$ cat src/rtl/rapids_ctrl_pkg.sv
// Shared encodings for the instruction issue control path: FSM states,
// trap cause codes and instruction class-bit positions.
package rapids_ctrl_pkg;

  typedef enum logic [2:0] {
    ST_HALT       = 3'd0,
    ST_ISSUE      = 3'd1,
    ST_EXEC       = 3'd2,
    ST_WAIT_LOAD  = 3'd3,
    ST_WAIT_STORE = 3'd4,
    ST_TRAP       = 3'd5
  } state_t;

  localparam logic [1:0] TRAP_NONE    = 2'd0;
  localparam logic [1:0] TRAP_IFETCH  = 2'd1;
  localparam logic [1:0] TRAP_ILLEGAL = 2'd2;
  localparam logic [1:0] TRAP_DATA    = 2'd3;

  // Class bits counted down from the instruction MSB (IW-1 = ALU, IW-2 = PC increment).
  localparam int ALU_BIT_FROM_TOP   = 1;
  localparam int PCINC_BIT_FROM_TOP = 2;

endpackage

$ cat src/rtl/instr_issue_ctrl_if.sv
// Instruction-memory fetch port. The master side (the issue controller) requests,
// the slave side (memory) answers with ack, data and a fault qualifier.
interface instr_issue_ctrl_if #(parameter int IW = 32);

  logic          fetch_req;
  logic          fetch_ack;
  logic [IW-1:0] fetch_data;
  logic          instr_segv;

  modport master (output fetch_req, input fetch_ack, fetch_data, instr_segv);
  modport slave  (input fetch_req, output fetch_ack, fetch_data, instr_segv);

endinterface

$ cat src/rtl/instr_prefetch_fifo.sv
// Prefetch queue: DEPTH-entry circular buffer with push/pop/clear and a head view.
// Overflowing pushes and underflowing pops are dropped; clear wins over both.
module instr_prefetch_fifo #(
  parameter int IW    = 32,
  parameter int DEPTH = 4
) (
  input  logic                         clk,
  input  logic                         reset_n,
  input  logic                         i_push,
  input  logic [IW-1:0]                i_push_data,
  input  logic                         i_pop,
  input  logic                         i_clear,
  output logic [$clog2(DEPTH+1)-1:0]   o_count,
  output logic [IW-1:0]                o_head
);

  localparam int AW = $clog2(DEPTH);
  localparam int CW = $clog2(DEPTH+1);

  logic [IW-1:0] r_mem [DEPTH];
  logic [AW-1:0] r_wr_ptr;
  logic [AW-1:0] r_rd_ptr;
  logic [CW-1:0] r_count;
  logic          w_push;
  logic          w_pop;

  assign w_push = i_push & (r_count != CW'(DEPTH)) & ~i_clear;
  assign w_pop  = i_pop  & (r_count != '0)         & ~i_clear;

  always_ff @(posedge clk) begin
    if (!reset_n || i_clear) begin
      r_wr_ptr <= '0;
      r_rd_ptr <= '0;
      r_count  <= '0;
    end else begin
      if (w_push) r_wr_ptr <= r_wr_ptr + AW'(1);
      if (w_pop)  r_rd_ptr <= r_rd_ptr + AW'(1);
      case ({w_push, w_pop})
        2'b10:   r_count <= r_count + CW'(1);
        2'b01:   r_count <= r_count - CW'(1);
        default: r_count <= r_count;
      endcase
    end
  end

  always_ff @(posedge clk) begin
    if (w_push) r_mem[r_wr_ptr] <= i_push_data;
  end

  assign o_count = r_count;
  assign o_head  = r_mem[r_rd_ptr];

endmodule

$ cat src/rtl/instr_issue_ctrl.sv
// Issue sequencer: decouples fetch from execution via the prefetch queue and
// gates ALU/memory strobes by FSM state; records the cause of any trap.
module instr_issue_ctrl
  import rapids_ctrl_pkg::*;
#(
  parameter int IW    = 32,
  parameter int DEPTH = 4
) (
  input  logic                       clk,
  input  logic                       reset_n,
  instr_issue_ctrl_if.master         fetch_if,
  input  logic                       i_go,
  input  logic                       i_halt,
  input  logic                       i_flush,
  input  logic                       i_dec_invalid,
  input  logic                       i_dec_ld,
  input  logic                       i_dec_st,
  input  logic                       i_wait_data,
  input  logic                       i_data_segv,
  output logic [IW-1:0]              o_issue_instr,
  output logic                       o_issue_valid,
  output logic                       o_reg_write_en,
  output logic                       o_pc_inc,
  output logic                       o_ld,
  output logic                       o_st,
  output logic [2:0]                 o_state,
  output logic                       o_trap,
  output logic [1:0]                 o_trap_cause,
  output logic [$clog2(DEPTH+1)-1:0] o_q_count
);

  localparam int CW        = $clog2(DEPTH+1);
  localparam int PCINC_BIT = IW - PCINC_BIT_FROM_TOP;

  state_t        r_state;
  state_t        w_state_nxt;
  logic [IW-1:0] r_issue_instr;
  logic [1:0]    r_trap_cause;
  logic [1:0]    w_cause_nxt;
  logic [CW-1:0] w_count;
  logic [IW-1:0] w_head;
  logic          w_running, w_fetch_req, w_xfer, w_push, w_pop, w_clear;
  logic          w_rwe, w_pc_inc, w_ld, w_st, w_issue_valid, w_trap;

  assign w_running   = r_state inside {ST_ISSUE, ST_EXEC, ST_WAIT_LOAD, ST_WAIT_STORE};
  assign w_fetch_req = w_running & (w_count != CW'(DEPTH)) & ~i_flush;
  assign w_xfer      = w_fetch_req & fetch_if.fetch_ack;
  // flush already masks fetch_req, so a flushed word can never become a transfer.
  assign w_push      = w_xfer & ~fetch_if.instr_segv;

  assign fetch_if.fetch_req = w_fetch_req;

  instr_prefetch_fifo #(.IW(IW), .DEPTH(DEPTH)) u_fifo (
    .clk         (clk),
    .reset_n     (reset_n),
    .i_push      (w_push),
    .i_push_data (fetch_if.fetch_data),
    .i_pop       (w_pop),
    .i_clear     (w_clear | i_flush),
    .o_count     (w_count),
    .o_head      (w_head)
  );

  always_comb begin
    w_state_nxt   = r_state;
    w_cause_nxt   = r_trap_cause;
    w_pop         = 1'b0;
    w_clear       = 1'b0;
    w_rwe         = 1'b0;
    w_pc_inc      = 1'b0;
    w_ld          = 1'b0;
    w_st          = 1'b0;
    w_issue_valid = 1'b0;
    w_trap        = 1'b0;
    case (r_state)
      ST_HALT: begin
        if (i_go) begin
          w_state_nxt = ST_ISSUE;
          w_clear     = 1'b1;
        end
      end
      ST_ISSUE: begin
        if (i_halt) begin
          w_state_nxt = ST_HALT;
          w_clear     = 1'b1;
        end else if ((w_count != '0) && !i_flush) begin
          w_pop       = 1'b1;
          w_state_nxt = ST_EXEC;
        end
      end
      ST_EXEC: begin
        w_issue_valid = 1'b1;
        if (i_dec_invalid) begin
          w_state_nxt = ST_TRAP;
          w_cause_nxt = TRAP_ILLEGAL;
        end else if (i_dec_ld) begin
          w_state_nxt = ST_WAIT_LOAD;
        end else if (i_dec_st) begin
          w_state_nxt = ST_WAIT_STORE;
        end else begin
          w_rwe       = 1'b1;
          w_pc_inc    = r_issue_instr[PCINC_BIT];
          w_state_nxt = ST_ISSUE;
        end
      end
      ST_WAIT_LOAD, ST_WAIT_STORE: begin
        w_ld = (r_state == ST_WAIT_LOAD);
        w_st = (r_state == ST_WAIT_STORE);
        if (i_data_segv) begin
          w_state_nxt = ST_TRAP;
          w_cause_nxt = TRAP_DATA;
        end else if (!i_wait_data) begin
          w_rwe       = (r_state == ST_WAIT_LOAD);
          w_pc_inc    = r_issue_instr[PCINC_BIT];
          w_state_nxt = ST_ISSUE;
        end
      end
      ST_TRAP: begin
        w_trap = 1'b1;
        if (i_go) begin
          w_state_nxt = ST_HALT;
          w_cause_nxt = TRAP_NONE;
          w_clear     = 1'b1;
        end
      end
      default: w_state_nxt = ST_HALT;
    endcase
    // A faulted fetch preempts whatever the current state decided.
    if (w_xfer && fetch_if.instr_segv) begin
      w_state_nxt = ST_TRAP;
      w_cause_nxt = TRAP_IFETCH;
      w_pop       = 1'b0;
      w_clear     = 1'b0;
    end
  end

  always_ff @(posedge clk) begin
    if (!reset_n) begin
      r_state       <= ST_HALT;
      r_issue_instr <= '0;
      r_trap_cause  <= TRAP_NONE;
    end else begin
      r_state      <= w_state_nxt;
      r_trap_cause <= w_cause_nxt;
      if (w_pop) r_issue_instr <= w_head;
    end
  end

  assign o_issue_instr  = r_issue_instr;
  assign o_issue_valid  = w_issue_valid;
  assign o_reg_write_en = w_rwe;
  assign o_pc_inc       = w_pc_inc;
  assign o_ld           = w_ld;
  assign o_st           = w_st;
  assign o_state        = r_state;
  assign o_trap         = w_trap;
  assign o_trap_cause   = r_trap_cause;
  assign o_q_count      = w_count;

endmodule

$ cat src/flat_wrapper.sv
// flat-port wrapper written by rule: the top's interface ports become plain ports
module instr_issue_ctrl_flat import rapids_ctrl_pkg::*;
#(
  parameter int IW    = 32,
  parameter int DEPTH = 4
)
  (clk, reset_n, i_go, i_halt, i_flush, i_dec_invalid, i_dec_ld, i_dec_st, i_wait_data, i_data_segv, o_issue_instr, o_issue_valid, o_reg_write_en, o_pc_inc, o_ld, o_st, o_state, o_trap, o_trap_cause, o_q_count, fetch_if_fetch_req, fetch_if_fetch_ack, fetch_if_fetch_data, fetch_if_instr_segv);
  instr_issue_ctrl_if #(.IW(IW)) fetch_if_i ();
  input  logic clk;
  input  logic reset_n;
  input  logic i_go;
  input  logic i_halt;
  input  logic i_flush;
  input  logic i_dec_invalid;
  input  logic i_dec_ld;
  input  logic i_dec_st;
  input  logic i_wait_data;
  input  logic i_data_segv;
  output logic [IW-1:0] o_issue_instr;
  output logic o_issue_valid;
  output logic o_reg_write_en;
  output logic o_pc_inc;
  output logic o_ld;
  output logic o_st;
  output logic [2:0] o_state;
  output logic o_trap;
  output logic [1:0] o_trap_cause;
  output logic [$clog2(DEPTH+1)-1:0] o_q_count;
  output wire logic [$bits(fetch_if_i.fetch_req)-1:0] fetch_if_fetch_req;
  input wire logic [$bits(fetch_if_i.fetch_ack)-1:0] fetch_if_fetch_ack;
  input wire logic [$bits(fetch_if_i.fetch_data)-1:0] fetch_if_fetch_data;
  input wire logic [$bits(fetch_if_i.instr_segv)-1:0] fetch_if_instr_segv;
  assign fetch_if_fetch_req = fetch_if_i.fetch_req;
  assign fetch_if_i.fetch_ack = fetch_if_fetch_ack;
  assign fetch_if_i.fetch_data = fetch_if_fetch_data;
  assign fetch_if_i.instr_segv = fetch_if_instr_segv;
  instr_issue_ctrl #(.IW(IW), .DEPTH(DEPTH)) u_core (.clk(clk), .reset_n(reset_n), .fetch_if(fetch_if_i), .i_go(i_go), .i_halt(i_halt), .i_flush(i_flush), .i_dec_invalid(i_dec_invalid), .i_dec_ld(i_dec_ld), .i_dec_st(i_dec_st), .i_wait_data(i_wait_data), .i_data_segv(i_data_segv), .o_issue_instr(o_issue_instr), .o_issue_valid(o_issue_valid), .o_reg_write_en(o_reg_write_en), .o_pc_inc(o_pc_inc), .o_ld(o_ld), .o_st(o_st), .o_state(o_state), .o_trap(o_trap), .o_trap_cause(o_trap_cause), .o_q_count(o_q_count));
endmodule
$ cat config.mk
export PLATFORM = sky130hd
export DESIGN_NAME = instr_issue_ctrl_flat
export DESIGN_NICKNAME = d
export VERILOG_FILES = /design/src/rtl/rapids_ctrl_pkg.sv /design/src/rtl/instr_issue_ctrl_if.sv /design/src/rtl/instr_prefetch_fifo.sv /design/src/rtl/instr_issue_ctrl.sv /design/src/flat_wrapper.sv
export SDC_FILE = /design/constraint.sdc
export NUM_CORES = 1
export LEC_CHECK = 0
export CORE_MARGIN = 10
export CORE_UTILIZATION = 30
export DETAILED_ROUTE_END_ITERATION = 10
export GPL_TIMING_DRIVEN = 0
export PLACE_DENSITY = 0.5
export SYNTH_ARGS = -nofsm -noshare
export SYNTH_HDL_FRONTEND = slang
export SYNTH_SLANG_ARGS = --single-unit
$ cat constraint.sdc
create_clock -name clk -period 3.28 [get_ports clk]
set_input_delay 0.492 -clock clk [delete_from_list [all_inputs] [get_ports clk]]
set_output_delay 0.492 -clock clk [all_outputs]
set_load 0.05 [all_outputs]
; ---- After elaboration in Yosys (flattened, before gate mapping)
; Memories as Yosys holds them, arrays and structs flattened. A register that Yosys moved wholly into a read port is not among the register bits.
; Cells that the tools add are included.
[word_totals]
input_bits = 44
ff_bits = 12
n_memories = 1
ramBits = 128
wordCells = 107
[op_classes]
n_bitwise = 13
n_addsub = 4
n_reduce_logical = 19
eq_ne = 20
muxes = 43
[mem_list]
columns = name, depth, word_bits, rd, rd_ports_with_merged_regs, wr, line_no
row1 = u_core.u_fifo.r_mem, 4, 32, 1, 1, 1, instr_prefetch_fifo.sv:20  ; logic [IW-1:0] r_mem [DEPTH];
[ops]
columns = op, count
row1 = $mux W3, 10
row2 = $mux W1, 24
row3 = $reduce_and A4 Y1, 4
row4 = $pmux W3 S5, 1
row5 = $ne A3 B3 Y1 const B, 4
row6 = $ne A3 B2 Y1 const B, 3
row7 = $and A1 B1 Y1, 8
row8 = $ne A2 B2 Y1 const B, 4
row9 = $reduce_bool A4 Y1, 2
row10 = $eq A3 B2 Y1 const B, 2
row11 = $eq A3 B3 Y1 const B, 2
row12 = $mux W2, 3
row13 = $pmux W1 S2, 3
row14 = $pmux W2 S3, 1
row15 = $pmux W3 S2, 1
row16 = $reduce_bool A3 Y1, 2
row17 = $reduce_or A2 Y1, 3
row18 = $add A2 B1 Y2 const B, 2
row19 = $ne A4 B3 Y1 const B, 1
row20 = $ne A4 B4 Y1 const B, 1
row21 = $not A1 Y1, 4
row22 = $add A3 B1 Y3 const B, 1
row23 = $eq A3 B1 Y1 const B, 1
row24 = $logic_not A1 Y1, 3
row25 = other kinds (8), 9

; ---- Longest topological paths before layout
; Gate-level depths: netlist of run 1.
[logic_depth]
ltp_word = 12
mapped_depth = 13

; ---- Cells and area by module
; Synthesis of run 1 repeated with hierarchy kept, for this count alone.
[hier_totals]
hier_cells = 391
area_unflattened_um2 = 6836.6
[modules_own_cells]
columns = module, cells_per_inst, instances, area_each_um2, seq_area_each_um2
row1 = instr_prefetch_fifo, 221, 1, 5126.2, 4023.9
row2 = instr_issue_ctrl, 170, 1, 1710.4, 740.7

; ---- Worst setup path before layout of run 1
; No wires, ideal clock.
[synth_timing]
path_type = register to register
from = register u_core.r_state[1], in the netlist u_core.o_state[1]
to = memory u_core.u_fifo.r_mem[0][0], enable pin
path_slack_ps = -128
setup_time_ps = 392
arrival_ps = 3016
stages_incl_launch_ff = 7
path_buffers = 1
required_ps = 2888
path_cell_list = dfxtp_1 buf_2 nor3_1 or4_1 inv_1 and3_1 and2_1
[synth_via]
elab_chain_cells = 12
word_cells_on_any_way = 21
cone_classes = eq/ne: 5 / mux: 4 / bitwise: 8 / reduce/logical: 4
[synth_rtl]
columns = element, line_no
row1 = "start, declared", instr_issue_ctrl.sv:35  ; state_t r_state;
row2 = "start signal, assigned", instr_issue_ctrl.sv:143  ; r_state <= w_state_nxt;
row3 = "$eq A3 B1 Y1, or another cell as far along", instr_issue_ctrl.sv:45  ; assign w_running = r_state inside {ST_ISSUE, ST_EXEC, ST_WAIT_LOAD, ST_WAIT_STORE};
row4 = $reduce_bool A4 Y1 *, instr_issue_ctrl.sv:45
row5 = $and A1 B1 Y1 * (2 in series), instr_issue_ctrl.sv:46  ; assign w_fetch_req = w_running & (w_count != CW'(DEPTH)) & ~i_flush;
row6 = via fetch_if_fetch_req, flat_wrapper.sv:29  ; output wire logic [$bits(fetch_if_i.fetch_req)-1:0] fetch_if_fetch_req;
row7 = $and A1 B1 Y1 *, instr_issue_ctrl.sv:47  ; assign w_xfer = w_fetch_req & fetch_if.fetch_ack;
row8 = $logic_and A1 B1 Y1, instr_issue_ctrl.sv:129  ; if (w_xfer && fetch_if.instr_segv) begin
row9 = $mux W1, instr_issue_ctrl.sv:129
row10 = $or A1 B1 Y1, instr_issue_ctrl.sv:59  ; .i_clear (w_clear | i_flush),
row11 = $not A1 Y1, instr_prefetch_fifo.sv:27  ; assign w_push = i_push & (r_count != CW'(DEPTH)) & ~i_clear;
row12 = $and A1 B1 Y1 *, instr_prefetch_fifo.sv:27
row13 = $mux W1 *, instr_prefetch_fifo.sv:47  ; if (w_push) r_mem[r_wr_ptr] <= i_push_data;
row14 = $mux W1 (not written as such) *, instr_prefetch_fifo.sv:47
row15 = "end, declared", instr_prefetch_fifo.sv:20
; The timed path passes the listed nets; every way through them passes the cells marked *.

; ---- Worst setup path after layout of run 1
[layout_timing]
from = register u_core.r_state[0], in the netlist u_core.o_state[0]
to = output port o_pc_inc
[layout_via]
elab_chain_cells = 3
word_cells_on_any_way = 5
cone_classes = eq/ne: 3 / mux: 1 / reduce/logical: 1
[layout_rtl]
columns = element, line_no
row1 = $eq A3 B3 Y1 / $eq A3 B2 Y1 (equally long branches), instr_issue_ctrl.sv:75  ; case (r_state)
row2 = $reduce_or A2 Y1, instr_issue_ctrl.sv:75
row3 = $pmux W1 S2 *, instr_issue_ctrl.sv:75
row4 = "end, declared", flat_wrapper.sv:22  ; output logic o_pc_inc;
; Mark *: on every way between the ends. The rest lies on a longest branch, timed or not.

==> impl_results.md, run 1 <==
- Status: finished clean
- Total power: 0.005372 W
- Crit path kind: flip-flop to output port
- Routability cong.: 0.8293
- Post-synth EDFFs: 128
- Asr flop ratio synth: 0%
- RSZ-0062 raised after global routing: no
- Slew Limit Headroom: 31.36%
- Cell variety after synth: 47
- HP Start: u_core.o_issue_instr[1]$_SDFFE_PN0N_
- Number of fill cells: 2119
- Number of remaining DRC errors: 0
- Seq/Total Area, Yosys: 69.28%
- Share of layout cells above drive strength 1: 14.21%
- Clk root buf: clkbuf_16
- Crit-path max cell delay: 800 ps
- R2r startpoint: u_core.o_state[2]$_SDFFE_PN0P_
- Max Cap Viol: 0
- Cell count along the critical path: 7
- Area of the mapped netlist: 0.006819 mm2
- DR vias/cell: 4.897
- CP Cell Sequence: buf_6, buf_2, nor4_1, a21oi_1, nor2_1, o21a_1, clkdlybuf4s50_1
- Clock slew at reported path FFs: 70 ps
- CTS buffer count: 17
- GRT Overall Usage: 11.75%
- Total Wirelength: 16.73 mm
- # diodes: 0
- Worst setup SP type: flip-flop
- Final worst slack: 296.6 ps
- Worst reg2reg path depth: 6
- CTS sink cnt: 172
- Pleak: 2.689 nW
- Crit path DAT: 2490 ps
- Max Freq: 0.3352 GHz
- Post-DP HPWL: 11.19 mm
- Clock skew: 8.102 ps
- Actual slew at the worst max-slew pin: 1030 ps
- Hold Path Class: flip-flop to flip-flop
- GR Layer Usage met1: 13.81%
- Net Count, Synth: 498
- Post-CTS setup buffers: 0
- Critical path peak fanout: 10
- Syn-to-layout area delta: 27.19%
- First-pass GRT wire length: 25.56 mm
- Crit. End Element: output port
- Core area: 0.02250 mm2
- Post-Syn Instances: 448
- Chip width: 170.8 um
- Detailed-route via count: 4187
- CP Data Required Time: 2790 ps
- Slowest CP cell: clkdlybuf4s50_1
- Hold path cells: 2
- Wire per inst: 19.57 um
- Met3 Use GR: 3.525%
- Die H: 170.8 um
- H-tree depth: 4
- Crit path from: u_core.o_state[0]$_SDFFE_PN0P_
- Pre-CTS setup slack: -102.0 ps
- Yosys Warn Count: 0
- Hold Fails Final Rpt: 0
- Initial Utilization: 30.30%
- IO Count: 91
- Setup TNS: 0 ps
- Pin count of the biggest net entering global routing: 33
- DR iter-0 viols: 211
- Die area: 0.02916 mm2
- Peak VDD IR: 0.3097 mV
- Antenna Nets Post-Route: 0
- First-pass DRT Iterations: 4
- IO Port Bufs: 90
- # setup viols final: 0
- Slew Viols, Final: 0
- Crit path buffers/inverters: 3
- Period utilization: 90.96%
- Crit path time final: 2983 ps
- Syn Area/Cell: 15.22 um2
- Clk_lat worst skew: 420 ps
- Grt total ovfl: 0
- Top_reg_cell synth: edfxtp_1
- TritonCTS clock tree: yes
- GR met2 Demand/Resource: 19.88%
- Pwr/cell area: 619.4 mW/mm2
- Final nets: 607
- Top Usage Layer GRT: met2
- Clock buffer depth: 2
- Initial antenna violation count: 2
- Vias in the first global route: 4386
- Top cell family by delay on the critical path: buffers and inverters
- FP Rows: 55
- Post-synthesis register bit count: 172
==> synthesized netlist by cell type (2+ instances only) <==
library cell / instances / area, um2
a21oi_1: 39 / 195.2
a31oi_1: 3 / 18.77
and2_1: 4 / 25.02
and3_1: 3 / 18.77
buf_2: 10 / 50.05
clkbuf_1: 16 / 60.06
dfxtp_1: 44 / 880.8
edfxtp_1: 128 / 3844
ha_1: 5 / 62.56
inv_1: 12 / 45.04
mux2i_1: 3 / 30.03
mux4_2: 32 / 720.7
nand2_1: 2 / 7.510
nand2b_1: 4 / 25.02
nand3_1: 40 / 200.2
nor2_1: 18 / 67.56
nor2b_1: 7 / 43.79
nor3_1: 2 / 10.01
nor3b_1: 2 / 15.01
nor4_1: 2 / 12.51
o21a_1: 2 / 15.01
o21ai_0: 41 / 205.2
o21ai_1: 2 / 10.01
o31ai_1: 2 / 15.01
or4_1: 2 / 15.01
xor2_1: 2 / 17.52
==> report_power, final <==
group	switching, W	total, W	internal, W
clock	0.000851	0.00199	0.00114
combinational	0.000614	0.000945	0.000331
sequential	0.0000353	0.00243	0.00240
==> layer usage <==
metal / vias up / routed length [um]
met1: 2094 / 6969
li1: 1973 / -
met3: 12 / 1050
met5: - / 32
met4: 4 / 127
met2: 104 / 8554
==> flip-flops by register name, indices dropped and copies added (netlist names) <==
signal,count
u_core.o_issue_instr,32
u_core.o_state,3
u_core.o_trap_cause,2
u_core.u_fifo.o_count,3
u_core.u_fifo.r_mem,128
u_core.u_fifo.r_rd_ptr,2
u_core.u_fifo.r_wr_ptr,2
==> worst register-to-register path: cells and delay by family (launching register included) <==
kind | cells | cell delay [ps]
DFF | 1 | 430
and+or+nand+nor | 4 | 1720
buffers and inverters | 2 | 420
==> kinds of logic after synthesis <==
| group | Yosys count | synth area share, % |
|---|---|---|
| xor gates and xnor gates | 3 | 0.3854 |
| adders and majority gates | 6 | 1.211 |
| DFF | 172 | 69.28 |
| AOI/OAI and AO/OA | 101 | 8.312 |
| muxes | 35 | 11.01 |
| and+or+nand+nor | 91 | 7.302 |
| buffers and inverters | 40 | 2.495 |
==> cell usage in the layout, fill, tap and decap left out, types with 2 or more instances in the layout <==
cell type / netlist / routed
o21a_1: 2 / 2
clkdlybuf4s50_1: 0 / 89
and3_1: 3 / 3
and2_2: 0 / 4
inv_1: 12 / 12
mux4_2: 32 / 32
a21oi_1: 39 / 39
o21ai_1: 2 / 2
or4_1: 2 / 2
bufinv_16: 0 / 2
inv_6: 0 / 4
inv_8: 0 / 2
dfxtp_1: 44 / 44
nand2b_1: 4 / 4
mux2i_1: 3 / 3
ha_1: 5 / 5
nor3b_1: 2 / 2
nor2_1: 18 / 18
nor4_1: 2 / 2
clkinv_2: 0 / 2
nor3_1: 2 / 2
clkbuf_1: 16 / 17
o21ai_0: 41 / 41
nand3_1: 40 / 40
buf_2: 10 / 10
clkbuf_16: 0 / 17
xor2_1: 2 / 2
clkinvlp_4: 0 / 2
o31ai_1: 2 / 2
edfxtp_1: 128 / 128
nor2b_1: 7 / 7
a31oi_1: 3 / 3
nand2_1: 2 / 2
clkinv_4: 0 / 2
==> path summary, 6_finish.rpt <==
path | endpoint | slack [ps]
worst min register to register | u_core.o_issue_instr[1]$_SDFFE_PN0N_ | 480
worst max-delay path | o_pc_inc | 300
worst max register to register | u_core.u_fifo.r_mem[2][2]$_DFFE_PP_ | 300
worst min-delay path | u_core.o_issue_instr[1]$_SDFFE_PN0N_ | 480
==> final cells by class <==
type | count | area (um2) | share of cell area, %
buffer | 27 | 121.4 | 1.399
clock buffer | 18 | 429.2 | 4.948
clock inverter | 14 | 160.2 | 1.847
inverter | 13 | 48.80 | 0.5626
multi-input combinational | 236 | 1929 | 22.24
sequential | 172 | 4725 | 54.47
tap | 285 | 356.6 | 4.111
timing repair buffer | 90 | 903.4 | 10.42
==> through the flow <==
step	cells	util (%)	hold slack [ps]	instance area [um2]
after detailed placement	823	35.91	474.2	8082
after global routing	855	38.54	509.6	8673
final	855	38.54	478.6	8673
after CTS	855	38.53	485.8	8671
after floorplan	448	-	483.7	6824
after global placement	823	35.91	471.7	8082
==> repair_timing <==
action                     4_1_cts  5_1_grt
resized for setup                0        1
hold buffers                     0        0
setup endpoints to repair        0        1
(Power assumes the default switching activity.)
==> run 2: changes to the inputs <==
--- a/config.mk
+++ b/config.mk
@@ -7,6 +7,7 @@
 export LEC_CHECK = 0
 export CORE_MARGIN = 10
 export CORE_UTILIZATION = 30
+export CTS_CLUSTER_DIAMETER = 50
 export DETAILED_ROUTE_END_ITERATION = 10
 export GPL_TIMING_DRIVEN = 0
 export PLACE_DENSITY = 0.5
==> results of run 2 <==
No change in the layout: final DEF, timing and power equal those of run 1.
